<file path="src/rtl/bus_pkg.sv">
// rtl/bus_pkg.sv - shared types and helpers for the peripheral bus interconnect
package bus_pkg;

  typedef enum logic [1:0] {
    IDLE,
    BUSY,
    RESP
  } state_t;

  function automatic int field_width(input int msb, input int lsb);
    return msb - lsb + 1;
  endfunction

endpackage

</file>
<file path="src/rtl/bus_addr_decoder.sv">
// rtl/bus_addr_decoder.sv - address field to one-hot slave match, lowest index wins
module bus_addr_decoder
  import bus_pkg::*;
#(
  parameter int N_SLAVES = 4,
  parameter int SEL_MSB  = 31,
  parameter int SEL_LSB  = 28,
  parameter logic [N_SLAVES*(SEL_MSB-SEL_LSB+1)-1:0] SLAVE_CODES = '0
) (
  input  logic [SEL_MSB-SEL_LSB:0] field,
  output logic [N_SLAVES-1:0]      match,
  output logic                     hit
);

  localparam int SW = field_width(SEL_MSB, SEL_LSB);

  // The first matching code claims the select; later duplicates are masked by hit.
  always_comb begin
    match = '0;
    hit   = 1'b0;
    for (int i = 0; i < N_SLAVES; i++) begin
      if (!hit && (field == SLAVE_CODES[i*SW +: SW])) begin
        match[i] = 1'b1;
        hit      = 1'b1;
      end
    end
  end

endmodule

</file>
<file path="src/rtl/bus_interconnect_mux.sv">
// rtl/bus_interconnect_mux.sv - single-master, N-slave bus interconnect with wait states,
// unmapped-address error and per-transaction timeout
module bus_interconnect_mux
  import bus_pkg::*;
#(
  parameter int WIDTH    = 32,
  parameter int N_SLAVES = 4,
  parameter int SEL_MSB  = 31,
  parameter int SEL_LSB  = 28,
  parameter logic [N_SLAVES*(SEL_MSB-SEL_LSB+1)-1:0] SLAVE_CODES = {4'd3, 4'd2, 4'd1, 4'd0},
  parameter int TIMEOUT  = 16
) (
  input  logic                      clk,
  input  logic                      rst_n,
  input  logic                      req,
  input  logic [WIDTH-1:0]          addr,
  input  logic                      we,
  input  logic [WIDTH-1:0]          wdata,
  output logic                      ack,
  output logic                      err,
  output logic [WIDTH-1:0]          rdata,
  output logic [N_SLAVES-1:0]       s_req,
  output logic [WIDTH-1:0]          s_addr,
  output logic                      s_we,
  output logic [WIDTH-1:0]          s_wdata,
  input  logic [N_SLAVES-1:0]       s_ack,
  input  logic [N_SLAVES*WIDTH-1:0] s_rdata
);

  localparam int CW = $clog2(TIMEOUT);
  localparam logic [CW-1:0] CNT_MAX = CW'(TIMEOUT - 1);

  state_t              state;
  logic [N_SLAVES-1:0] sel_q;
  logic [CW-1:0]       cnt;
  logic [N_SLAVES-1:0] dec_match;
  logic                dec_hit;
  logic                slave_ack;
  logic [WIDTH-1:0]    rd_mux;

  bus_addr_decoder #(
    .N_SLAVES   (N_SLAVES),
    .SEL_MSB    (SEL_MSB),
    .SEL_LSB    (SEL_LSB),
    .SLAVE_CODES(SLAVE_CODES)
  ) u_dec (
    .field(addr[SEL_MSB:SEL_LSB]),
    .match(dec_match),
    .hit  (dec_hit)
  );

  // Acks from slaves other than the selected one are masked out here.
  assign slave_ack = |(s_ack & sel_q);

  always_comb begin
    rd_mux = '0;
    for (int i = 0; i < N_SLAVES; i++) begin
      if (sel_q[i]) rd_mux = rd_mux | s_rdata[i*WIDTH +: WIDTH];
    end
  end

  always_ff @(posedge clk or negedge rst_n) begin
    if (!rst_n) begin
      state   <= IDLE;
      ack     <= 1'b0;
      err     <= 1'b0;
      rdata   <= '0;
      s_req   <= '0;
      s_addr  <= '0;
      s_we    <= 1'b0;
      s_wdata <= '0;
      sel_q   <= '0;
      cnt     <= '0;
    end else begin
      case (state)
        IDLE: begin
          ack   <= 1'b0;
          err   <= 1'b0;
          rdata <= '0;
          if (req) begin
            s_addr  <= addr;
            s_we    <= we;
            s_wdata <= wdata;
            if (dec_hit) begin
              sel_q <= dec_match;
              s_req <= dec_match;
              cnt   <= '0;
              state <= BUSY;
            end else begin
              ack   <= 1'b1;
              err   <= 1'b1;
              state <= RESP;
            end
          end
        end
        BUSY: begin
          if (slave_ack) begin
            s_req <= '0;
            ack   <= 1'b1;
            err   <= 1'b0;
            rdata <= s_we ? '0 : rd_mux;
            state <= RESP;
          end else if (cnt == CNT_MAX) begin
            s_req <= '0;
            ack   <= 1'b1;
            err   <= 1'b1;
            rdata <= '0;
            state <= RESP;
          end else begin
            cnt <= cnt + CW'(1);
          end
        end
        RESP: begin
          ack   <= 1'b0;
          err   <= 1'b0;
          rdata <= '0;
          state <= IDLE;
        end
        default: state <= IDLE;
      endcase
    end
  end

endmodule

</file>
<file path="config.mk">
export PLATFORM = sky130hd
export DESIGN_NAME = bus_interconnect_mux
export DESIGN_NICKNAME = d
export VERILOG_FILES = /design/src/rtl/bus_pkg.sv /design/src/rtl/bus_addr_decoder.sv /design/src/rtl/bus_interconnect_mux.sv
export SDC_FILE = /design/constraint.sdc
export NUM_CORES = 1
export LEC_CHECK = 0
export ABC_AREA = 1
export CAP_MARGIN = 0
export CORE_MARGIN = 5
export CORE_UTILIZATION = 40
export CTS_BUF_LIST = sky130_fd_sc_hd__clkbuf_8
export DETAILED_ROUTE_END_ITERATION = 10
export GPL_TIMING_DRIVEN = 1
export PLACE_DENSITY = 0.82
export RECOVER_POWER = 100
export SLEW_MARGIN = 20
export SYNTH_ARGS = -nofsm -noshare
export SYNTH_HDL_FRONTEND = slang
export SYNTH_SLANG_ARGS = --single-unit
</file>
<file path="constraint.sdc">
create_clock -name clk -period 1.78 [get_ports clk]
set_input_delay 0.356 -clock clk [delete_from_list [all_inputs] [get_ports clk]]
set_output_delay 0.356 -clock clk [all_outputs]
set_load 0.03 [all_outputs]
</file>
==> results by group, run 1 <==
Run status
  • Run status: finished clean

Yosys
  • Top FF cell, synth: dfrtp_1
  • Post-synth EDFFs: 0
  • Avg Cell Area, Syn: 7.48 sq um
  • Dominant cell type by area after synthesis: dfrtp_1
  • Share of synthesized flip-flops with an asynchronous set or reset: 100%
  • Post-synthesis sequential area ratio: 50.8%
  • Synth warn: 0
  • Post-synth top area share: 50.8%
  • Mapped Cells: 744
  • Post-synth top cells: 417 x nand2_1, 113 x dfrtp_1, 41 x nand3_1
  • Post-synth net total: 949
  • Ranking of synthesized cells by area: dfrtp_1 51%, nand2_1 28%, nand3_1 3.7%, a21oi_1 3.1%, nor2_1 2.6%
  • Most frequent cell after synthesis: nand2_1
  • Synthesized flop and latch total: 113
  • Post-Syn Area: 5570 sq um
  • Distinct cells, synth: 23

Routing
  • Drt via density: 4.75
  • Routed WL per cell: 16.1 um
  • Residual DRC: 0
  • Final ANT Viol Nets: 0
  • Vias: 5,922
  • 1st-pass router iterations: 4
  • Drt total wl: 20,100 um
  • DR iter-0 viols: 346

Clock tree
  • Clock Tree Buf Depth: 2
  • Worst-skew pair later-pin latency: 420 ps
  • CTS Buf Count: 17
  • # H-tree levels: 4
  • CTS Sinks: 113
  • Root Driver: clkbuf_8
  • Clock-pin slew on the worst setup and hold paths: 80 ps
  • CTS tree: done

Placed design
  • Placed cells: 1,211
  • Placed wire-length estimate: 15,500 um
  • Buffers on Ports: 302
  • Worst slack at placement: -22.9 ps
  • Routability Congestion: 0.875

Finish
  • Reg area: 2830 sq um
  • Fill count: 1,220
  • Post-Route Utilization: 66.1%
  • Layout Cells excl Fill: 1,248
  • Layout cell share with drive strength beyond 1: 7.78%
  • Final net count: 1,259
  • Area Overhead vs Synth: 63.5%
  • Area of the multi-input gates: 2430 sq um

Critical path
  • Slowest-stage cell, CP: dfrtp_1
  • CP Class: flip-flop to flip-flop
  • Endpoint type of the worst setup path: flip-flop
  • Crit Path Max Fanout: 32
  • Worst EP required: 2140 ps
  • Critical Path AT: 2110 ps
  • Crit path largest cell delay: 400 ps
  • Worst Setup Start Kind: flip-flop
  • Critical path, cell by cell: inv_1 -> ha_1 -> or2_1 -> nor2_1 -> o21ai_2 -> buf_12 -> nor2_1 -> nand2_1 -> nand2_1

Run
  • Max Cap Violations: 0

Floorplan
  • Num rows: 43
  • Die span in x: 128 um
  • Core ar.: 13,800 sq um
  • Boundary Pins: 303
  • Die ar.: 16,400 sq um
  • Die H: 128 um
  • Initial core utilization: 40.4%

Power
  • Clk network pwr share: 18.1%
  • Sw Ratio: 46.4%
  • Flop pwr share: 30.1%
  • Combinational power share: 51.8%
  • Total Power: 13.4 mW
  • Leak: 4.80 nW
  • Max IR drop VDD: 997 uV
  • Switch Pwr: 6.24 mW
  • P per Cell Area: 1480 nW/um^2
  • Internal Pwr Total: 7.20 mW

Timing
  • Minimum clock period: 1740 ps
  • Slew @ Worst Pin: 915 ps
  • Fin crit share: 97.9%
  • Max-slew headroom: 39.0%
  • Final hold vios: 0
  • Fmax: 574 MHz
  • RSZ-0062 raised after global routing: false
  • Final Max Tran Viols: 0
  • Total negative slack: 0 ps
  • Setup slack after layout: 37.7 ps
  • Final setup fails: 0
  • Clock Skews: 11.2 ps

GRT
  • Initial antenna violation count: 1
  • Most Crowded Layer GR: met2
  • Vias in the first global route: 5,837
  • Met2 global-route usage: 40.2%
  • Pin count of the biggest net entering global routing: 66
  • Grt met3 use: 11.6%
  • First-pass GRT wire length: 30,800 um
  • Global Route met1 Usage: 28.2%
  • Total grt overflow: 0
  • Gr usage total: 24.1%

Hold path
  • Hold Crit Class: input port to flip-flop
-- state kept, by name, summed over array words and instances, names as in the netlist --
register  cells
rdata        32
state         2
ack           1
s_req         4
s_we          1
err           1
s_addr       32
s_wdata      32
sel_q         4
cnt           4
-- final timing paths --
path | slack, ps | start | cells after the start | endpoint
worst max-delay path | 40 | state[1] | 9 | rdata[3]
worst min-delay path | 460 | addr[5] | 3 | s_addr[5]
worst max register to register | 40 | state[1] | 9 | rdata[3]
worst min register to register | 470 | ack | 2 | ack
max in group asynchronous | 200 | rst_n | 3 | s_wdata[29]
min in group asynchronous | 640 | rst_n | 2 | state[1]
-- per-layer routing --
layer / share of wire, % / routed length, um
met1: 39 / 7800
met5: 0 / 0
met4: 0.98 / 196
met2: 48 / 9700
met3: 12 / 2360
-- cell usage in the layout, fill, tap and decap left out, types with 9 or more instances in the layout --
master and instances:
clkdlybuf4s50_1 198, clkbuf_8 19, nand2_1 417, a21oi_1 33
o21ai_0 9, dfrtp_1 113, nor2_1 38, nand2_2 15
dlygate4sd2_1 102, nand3_1 41, buf_4 16, inv_1 17
-- power by group through the flow --
| stage | sequential, mW | combinational (mW) | clock (mW) |
|---|---|---|---|
| 6_report | 4.04 | 6.96 | 2.43 |
| 5_1_grt | 4.16 | 7.58 | 2.60 |
| 4_1_cts | 4.04 | 7.01 | 2.47 |
| 3_5_place_dp | 4.07 | 7.60 | 0 |
| 3_3_place_gp | 4.08 | 7.52 | 0 |
| 2_1_floorplan | 5.76 | 2.74 | 0 |
-- cell type report --
type                            instances  share of cell area, %
Antenna cell                            1                 0.0275
Sequential cell                       113                   31.1
Inverter                               17                  0.701
Clock inverter                         13                   1.51
Timing Repair Buffer                  330                   34.6
Tap cell                              180                   2.47
Multi-Input combinational cell        575                   26.7
Clock buffer                           19                   2.87
-- critical path: cells and delay by family, from the launching register on --
| kind | cells | cell delay [ps] |
|---|---|---|
| and+or+nand+nor | 5 | 730 |
| DFF | 1 | 400 |
| buffers and inverters | 2 | 250 |
| adders and majority gates | 1 | 200 |
| AOI/OAI and AO/OA | 1 | 100 |
-- per-stage QoR --
stage | instance area (sq um) | hold slack (ps)
2_1_floorplan | 5570 | 60.4
3_3_place_gp | 8820 | 355
3_5_place_dp | 8820 | 356
4_1_cts | 9100 | 432
5_1_grt | 9100 | 432
6_report | 9100 | 461
-- cells by family after synthesis --
logic type | count (synthesis) | share of synthesized area, %
adders and majority gates | 5 | 1.12
and+or+nand+nor | 526 | 38.3
AOI/OAI and AO/OA | 44 | 4.02
buffers and inverters | 56 | 5.78
DFF | 113 | 50.8
-- timing repair --
item                                    4_1_cts  5_1_grt
pin swaps                                     0        1
hold buffers                                  1        0
buffers inserted                              0        3
endpoints found under the hold margin        30        0
resized for setup                           102        5
endpoints found under the setup margin      102        9
No activity file was read; power rests on OpenSTA's default activity.
==> inputs of run 2 (changes only) <==
CORE_AREA = 5 5 114 116   (was not set)
CORE_MARGIN = not set   (was 5)
CORE_UTILIZATION = not set   (was 40)
DIE_AREA = 0 0 119 121   (was not set)
DONT_BUFFER_PORTS = 1   (was not set)
PLACE_DENSITY = not set   (was 0.82)
==> run 2 against run 1 <==
Against the previous run: the run now ends with negative hold slack left; clock power is 14% higher; critical path depth down 1; clock skew up 3.3 ps; global-route usage decreased by 1.4 points; count of clock-buffer cells in the layout is the same; worst hold slack lost 840 ps.
==> results by group, run 2 (synthesized netlist as in run 1, its figures left out) <==
Critical path
  • Buffers and inverters on the worst path: 2 (unchanged)
  • Endpoint type of the worst setup path: flip-flop
  • Critical path, cell by cell: buf_4 -> ha_1 -> or2_0 -> or2_0 -> nand2_4 -> buf_6 -> nand2_1 -> nand2_1
  • CP Class: flip-flop to flip-flop
  • Crit path largest cell delay: 390 ps (about the same)
  • Critical Path AT: 2060 ps (-50 ps)
  • Crit Path Max Fanout: 17 (-47%)
  • Worst Setup Start Kind: flip-flop
  • Delay-heaviest family, CP: simple AND/OR/NAND/NOR gates
  • Slowest-stage cell, CP: dfrtp_1
  • Worst EP required: 2140 ps (about the same)

Routing
  • Residual DRC: 0 (unchanged)
  • Drt via density: 5.34 (+12%)
  • Met2 WL: 7910 um (-18%)
  • Top Metal Used: met5
  • Drt total wl: 16,500 um (-18%)
  • 1st-pass router iterations: 5 (+1)
  • Met3 WL: 1930 um (-18%)
  • DRT met1 WL: 6330 um (-19%)
  • DR iter-0 viols: 369 (+6.6%)
  • Vias: 4,803 (-19%)
  • Routed WL per cell: 18.4 um (+14%)
  • Final ANT Viol Nets: 0 (unchanged)

Power
  • Sw Ratio: 48.4% (+1.9 points)
  • Internal Pwr Total: 6.19 mW (-14%)
  • Leak: 3.29 nW (-31%)
  • Flop pwr share: 50.2% (+20 points)
  • P per Cell Area: 1960 nW/um^2 (+33%)
  • Clk network pwr share: 23.1% (+5.0 points)
  • Combinational power share: 26.6% (-25 points)
  • Switch Pwr: 5.80 mW (-7.0%)
  • Max IR drop VDD: 1020 uV (+2.0%)

Timing
  • Worst hold margin: -380 ps (-841 ps)
  • RSZ-0062 raised after global routing: false
  • Slew @ Worst Pin: 542 ps (-373 ps)
  • Setup slack after layout: 85.9 ps (+48.2 ps)
  • Final setup fails: 0 (unchanged)
  • Minimum clock period: 1690 ps (-48.2 ps)
  • Max-slew headroom: 63.9% (+25 points)
  • Fmax: 590 MHz (+2.8%)
  • Clock Skews: 14.5 ps (+3.33 ps)
  • Fin crit share: 95.2% (-2.7 points)
  • Final hold vios: 113 (+113)
  • Total negative slack: 0 ps (unchanged)
  • Final Max Tran Viols: 0 (unchanged)

Placed design
  • Buffers on Ports: 0 (-100%)
  • Routability Congestion: 0.915 (+4.6%)
  • Placed cells: 865 (-29%)
  • Placed wire-length estimate: 12,400 um (-20%)
  • Worst slack at placement: 84.9 ps (+108 ps)

Finish
  • Final net count: 945 (-25%)
  • Area Overhead vs Synth: 9.80%
  • Layout cell share with drive strength beyond 1: 8.76% (+0.99 points)
  • ANT cells: 0 (-1)
  • Layout Cells excl Fill: 900 (-28%)
  • Commonest cells after routing, fill and taps aside: 421 x nand2_1, 113 x dfrtp_1, 41 x nand3_1
  • Biggest regs: rdata (32), s_addr (32), s_wdata (32)
  • Most common cell after layout, fill and taps aside: nand2_1

Clock tree
  • Worst-skew pair later-pin latency: 420 ps (about the same)
  • CTS Buf Count: 17 (unchanged)
  • CTS Sinks: 113 (unchanged)
  • # H-tree levels: 4 (unchanged)
  • Root Driver: clkbuf_8
  • Clock Tree Buf Depth: 2 (unchanged)
  • Clock-pin slew on the worst setup and hold paths: 80 ps (about the same)
  • CTS tree: done

Floorplan
  • Die ar.: 14,400 sq um (-12%)
  • Initial core utilization: 47.1% (+6.7 points)
  • Boundary Pins: 303 (unchanged)
  • Die span in x: 119 um (-7.0%)
  • Core ar.: 11,800 sq um (-14%)
  • Num rows: 40 (-7.0%)
  • Die H: 121 um (-5.4%)

Run
  • Max Cap Violations: 0 (unchanged)

GRT
  • Vias in the first global route: 4,814 (-18%)
  • Initial antenna violation count: 1 (unchanged)
  • Total grt overflow: 0 (unchanged)
  • Pin count of the biggest net entering global routing: 114 (+73%)
  • First-pass GRT wire length: 25,600 um (-17%)
  • Gr usage total: 22.7% (-1.4 points)

Hold path
  • Hold Crit Class: input port to asynchronous set/reset pin

Run status
  • Run status: complete, but fails checks
  • Failing checks: negative hold slack
==> run 2: changes by cell type in the layout (fill, tap and decap cells not counted), sizes merged <==
cell / before / now
dlygate4sd2: 102 / 0
bufinv: 2 / 4
buf: 23 / 14
clkbuf: 25 / 19
clkinv: 4 / 5
diode: 1 / 0
clkdlybuf4s50: 198 / 0
dlygate4sd3: 1 / 2
inv: 19 / 20
clkinvlp: 5 / 1
==> run 2: cell type report <==
class                   count  area, sq um
fillers                  1150         5700
flip-flops and latches    113         2830
multi-input cells         575         2420
clock buffers              19          262
clock inverters            13          198
well taps                 147          184
repair buffers             16          154
inverters                  17         63.8
==> run 2: worst paths after layout <==
check                         start         end  slack [ps]  depth (start not counted)
setup / recovery           state[1]   rdata[21]          90                          8
hold reg to reg              cnt[1]      cnt[1]         550                          2
setup reg to reg           state[1]   rdata[21]          90                          8
min in group clk           wdata[2]  s_wdata[2]          30                          2
hold / removal                rst_n    rdata[4]        -380                          0
max in group asynchronous     rst_n  s_wdata[7]        1930                          0
==> run 2: timing repair <==
| item | in CTS | in global routing |
|---|---|---|
| gates resized for setup | 0 | 3 |
| setup endpoints to repair | 0 | 30 |
| hold endpoints to repair | 113 | 115 |
| setup buffers | 0 | 1 |
==> run 2: per-layer routing <==
metal / up-vias / global-route usage [%]
met5: - / 0
met4: 2 / 8.54
met3: 29 / 11.3
met2: 259 / 36.7
met1: 2218 / 25.9
li1: 2295 / -
==> run 2: per-stage QoR <==
step	hold WS, ps	power (mW)	utilization (%)	area [sq um]
2_1_floorplan	60.4	8.51	-	5570
3_5_place_dp	63.7	9.31	47.6	5630
5_1_grt	-423	12.8	51.7	6110
6_report	-380	12.0	51.7	6110
4_1_cts	-414	12.1	51.5	6090
3_3_place_gp	64.8	9.21	47.6	5630
==> run 2: worst reg2reg max path: stages, from the launching register on <==
cell and delay, ps:
dfrtp_1 390, buf_4 150, ha_1 170, or2_0 240, or2_0 260, nand2_4 100
buf_6 180, nand2_1 90, nand2_1 70
==> run 2: power groups by stage <==
stage	combinational, mW	clock (mW)	sequential [mW]
floorplan	2.74	0	5.76
global placement	3.10	0	6.11
detailed placement	3.23	0	6.08
CTS	3.21	2.83	6.07
global route	3.69	2.97	6.15
finish	3.20	2.77	6.03
==> inputs of run 3 (changes only) <==
RECOVER_POWER = not set   (was 100)
SLEW_MARGIN = 10   (was 20)
==> run 3 against run 2 <==
Against the previous run: the run still ends with negative hold slack left; worst hold slack lost 1.2 ps; combinational power grew 1%; clock skew is essentially flat; die area is the same; sequential share of layout area shrank 0.14 points; design area grew 0.31%; cell count is the same; register-to-register slack gained 20 ps.
==> results by group, run 3 (synthesized netlist as in run 1, its figures left out) <==
Run status
  • Run status: complete, but fails checks
  • Failing checks: negative hold slack

Clock tree
  • CTS Buf Count: 17 (unchanged)
  • Clock Tree Buf Depth: 2 (unchanged)
  • Clock-pin slew on the worst setup and hold paths: 80 ps (about the same)
  • CTS Sinks: 113 (unchanged)
  • Worst-skew pair later-pin latency: 430 ps (about the same)
  • CTS tree: done
  • Root Driver: clkbuf_8
  • # H-tree levels: 4 (unchanged)

Finish
  • Layout cell share with drive strength beyond 1: 9.30% (+0.53 points)
  • Area Overhead vs Synth: 10.1%
  • Area of the multi-input gates: 2430 sq um (+0.41%)
  • Reg area: 2830 sq um (unchanged)
  • ANT cells: 0 (unchanged)
  • Post-route cell area: 6130 sq um (+0.31%)
  • Commonest cells after routing, fill and taps aside: 417 x nand2_1, 113 x dfrtp_1, 41 x nand3_1
  • Final net count: 945 (unchanged)
  • Fill count: 1,143 (-0.61%)
  • Most common cell after layout, fill and taps aside: nand2_1
  • Biggest regs: rdata (32), s_addr (32), s_wdata (32)

Timing
  • Clock Skews: 14.5 ps (-0.0482 ps)
  • Final hold vios: 113 (unchanged)
  • RSZ-0062 raised after global routing: false
  • Total negative slack: 0 ps (unchanged)
  • Worst hold margin: -381 ps (-1.16 ps)
  • Final setup fails: 0 (unchanged)
  • Fmax: 598 MHz (+1.4%)
  • Slew @ Worst Pin: 542 ps (+0.608 ps)
  • Final Max Tran Viols: 0 (unchanged)
  • Minimum clock period: 1670 ps (-23.1 ps)
  • Max-slew headroom: 63.8% (about the same)
  • Fin crit share: 93.9% (-1.3 points)

Power
  • Max IR drop VDD: 1020 uV (about the same)
  • Leak: 3.30 nW (+0.23%)
  • P per Cell Area: 1960 nW/um^2 (+0.12%)

Routing
  • Drt total wl: 16,500 um (about the same)
  • Residual DRC: 0 (unchanged)
  • Drt via density: 5.35 (+0.19%)
  • Vias: 4,812 (+0.19%)
  • Final ANT Viol Nets: 0 (unchanged)
  • DR iter-0 viols: 364 (-1.4%)
  • 1st-pass router iterations: 5 (unchanged)
  • Routed WL per cell: 18.4 um (about the same)

Floorplan
  • Die H: 121 um (unchanged)
  • Initial core utilization: 47.1% (unchanged)
  • Num rows: 40 (unchanged)
  • Die span in x: 119 um (unchanged)
  • Boundary Pins: 303 (unchanged)
  • Core ar.: 11,800 sq um (unchanged)
  • Die ar.: 14,400 sq um (unchanged)

Hold path
  • Hold Crit Class: input port to asynchronous set/reset pin

GRT
  • Gr usage total: 22.7% (unchanged)
  • Total grt overflow: 0 (unchanged)
  • First-pass GRT wire length: 25,600 um (unchanged)
  • Initial antenna violation count: 1 (unchanged)
  • Vias in the first global route: 4,814 (unchanged)
  • Pin count of the biggest net entering global routing: 114 (unchanged)

Run
  • Max Cap Violations: 0 (unchanged)

Critical path
  • Reg2reg setup slack: 110 ps (+20 ps)
  • Worst EP required: 2140 ps (about the same)
  • Endpoint type of the worst setup path: flip-flop
  • Worst Setup Start Kind: flip-flop
  • Critical Path AT: 2030 ps (-30 ps)
  • Crit Path Max Fanout: 9 (-8)
  • CP Class: flip-flop to flip-flop

Placed design
  • Routability Congestion: 0.915 (unchanged)
  • Placed inst area: 5630 sq um (unchanged)
  • Buffers on Ports: 0 (unchanged)
  • Placed wire-length estimate: 12,400 um (unchanged)
run 3: changes by cell type in the layout (fill, tap and decap cells not counted):
| cell | before | now |
|---|---|---|
| nand2_1 | 421 | 417 |
| nand2_2 | 11 | 15 |
| or2_0 | 2 | 0 |
| or2_1 | 0 | 2 |
| buf_12 | 2 | 3 |
| buf_6 | 1 | 0 |
run 3: what timing repair did:
action,4_1_cts,5_1_grt
hold endpoints to repair,113,115
resized for setup,0,3
setup buffers,0,1
setup endpoints to repair,0,30
run 3: routing by layer:
layer / wire [um] / track usage (%)
met1: 6350 / 25.9
met4: 370 / 8.54
met3: 1900 / 11.3
met5: 8 / 0
met2: 7900 / 36.7
run 3: through the flow:
stage                     setup slack, ps  cells  util [%]  total power [mW]  hold WS [ps]
after global routing                 18.3    900      51.9              12.9          -423
after CTS                            63.3    897      51.5              12.1          -414
after global placement                160    865      47.6              9.21          64.8
after detailed placement             84.9    865      47.6              9.31          63.7
after floorplan                       229    744         -              8.51          60.4
final                                 109    900      51.9              12.0          -381
run 3: layout make-up:
class	instances	share of cell area, %
timing repair buffer	16	2.65
multi-input combinational	575	39.7
sequential	113	46.1
clock buffer	19	4.27
inverter	17	1.04
clock inverter	13	3.22
tap	147	3.00
run 3: worst paths after layout:
kind	endpoint	start	cells past startpoint
hold / removal	rdata[4]	rst_n	0
max in group asynchronous	s_addr[20]	rst_n	0
setup reg to reg	rdata[26]	state[1]	8
min in group clk	s_wdata[2]	wdata[2]	2
hold reg to reg	cnt[1]	cnt[1]	2
setup / recovery	rdata[26]	state[1]	8
run 3: worst max-delay path: stages, from the launching register on:
cell     delay [ps]
dfrtp_1         390
buf_4           150
ha_1            170
or2_1           230
or2_1           250
nand2_4         100
buf_4           190
nand2_2          60
nand2_1          70
run 3: report_power, final:
part | internal (mW) | switching, mW | total (mW)
logic | 1.14 | 2.11 | 3.24
clock network | 1.63 | 1.14 | 2.77
registers | 3.46 | 2.57 | 6.03
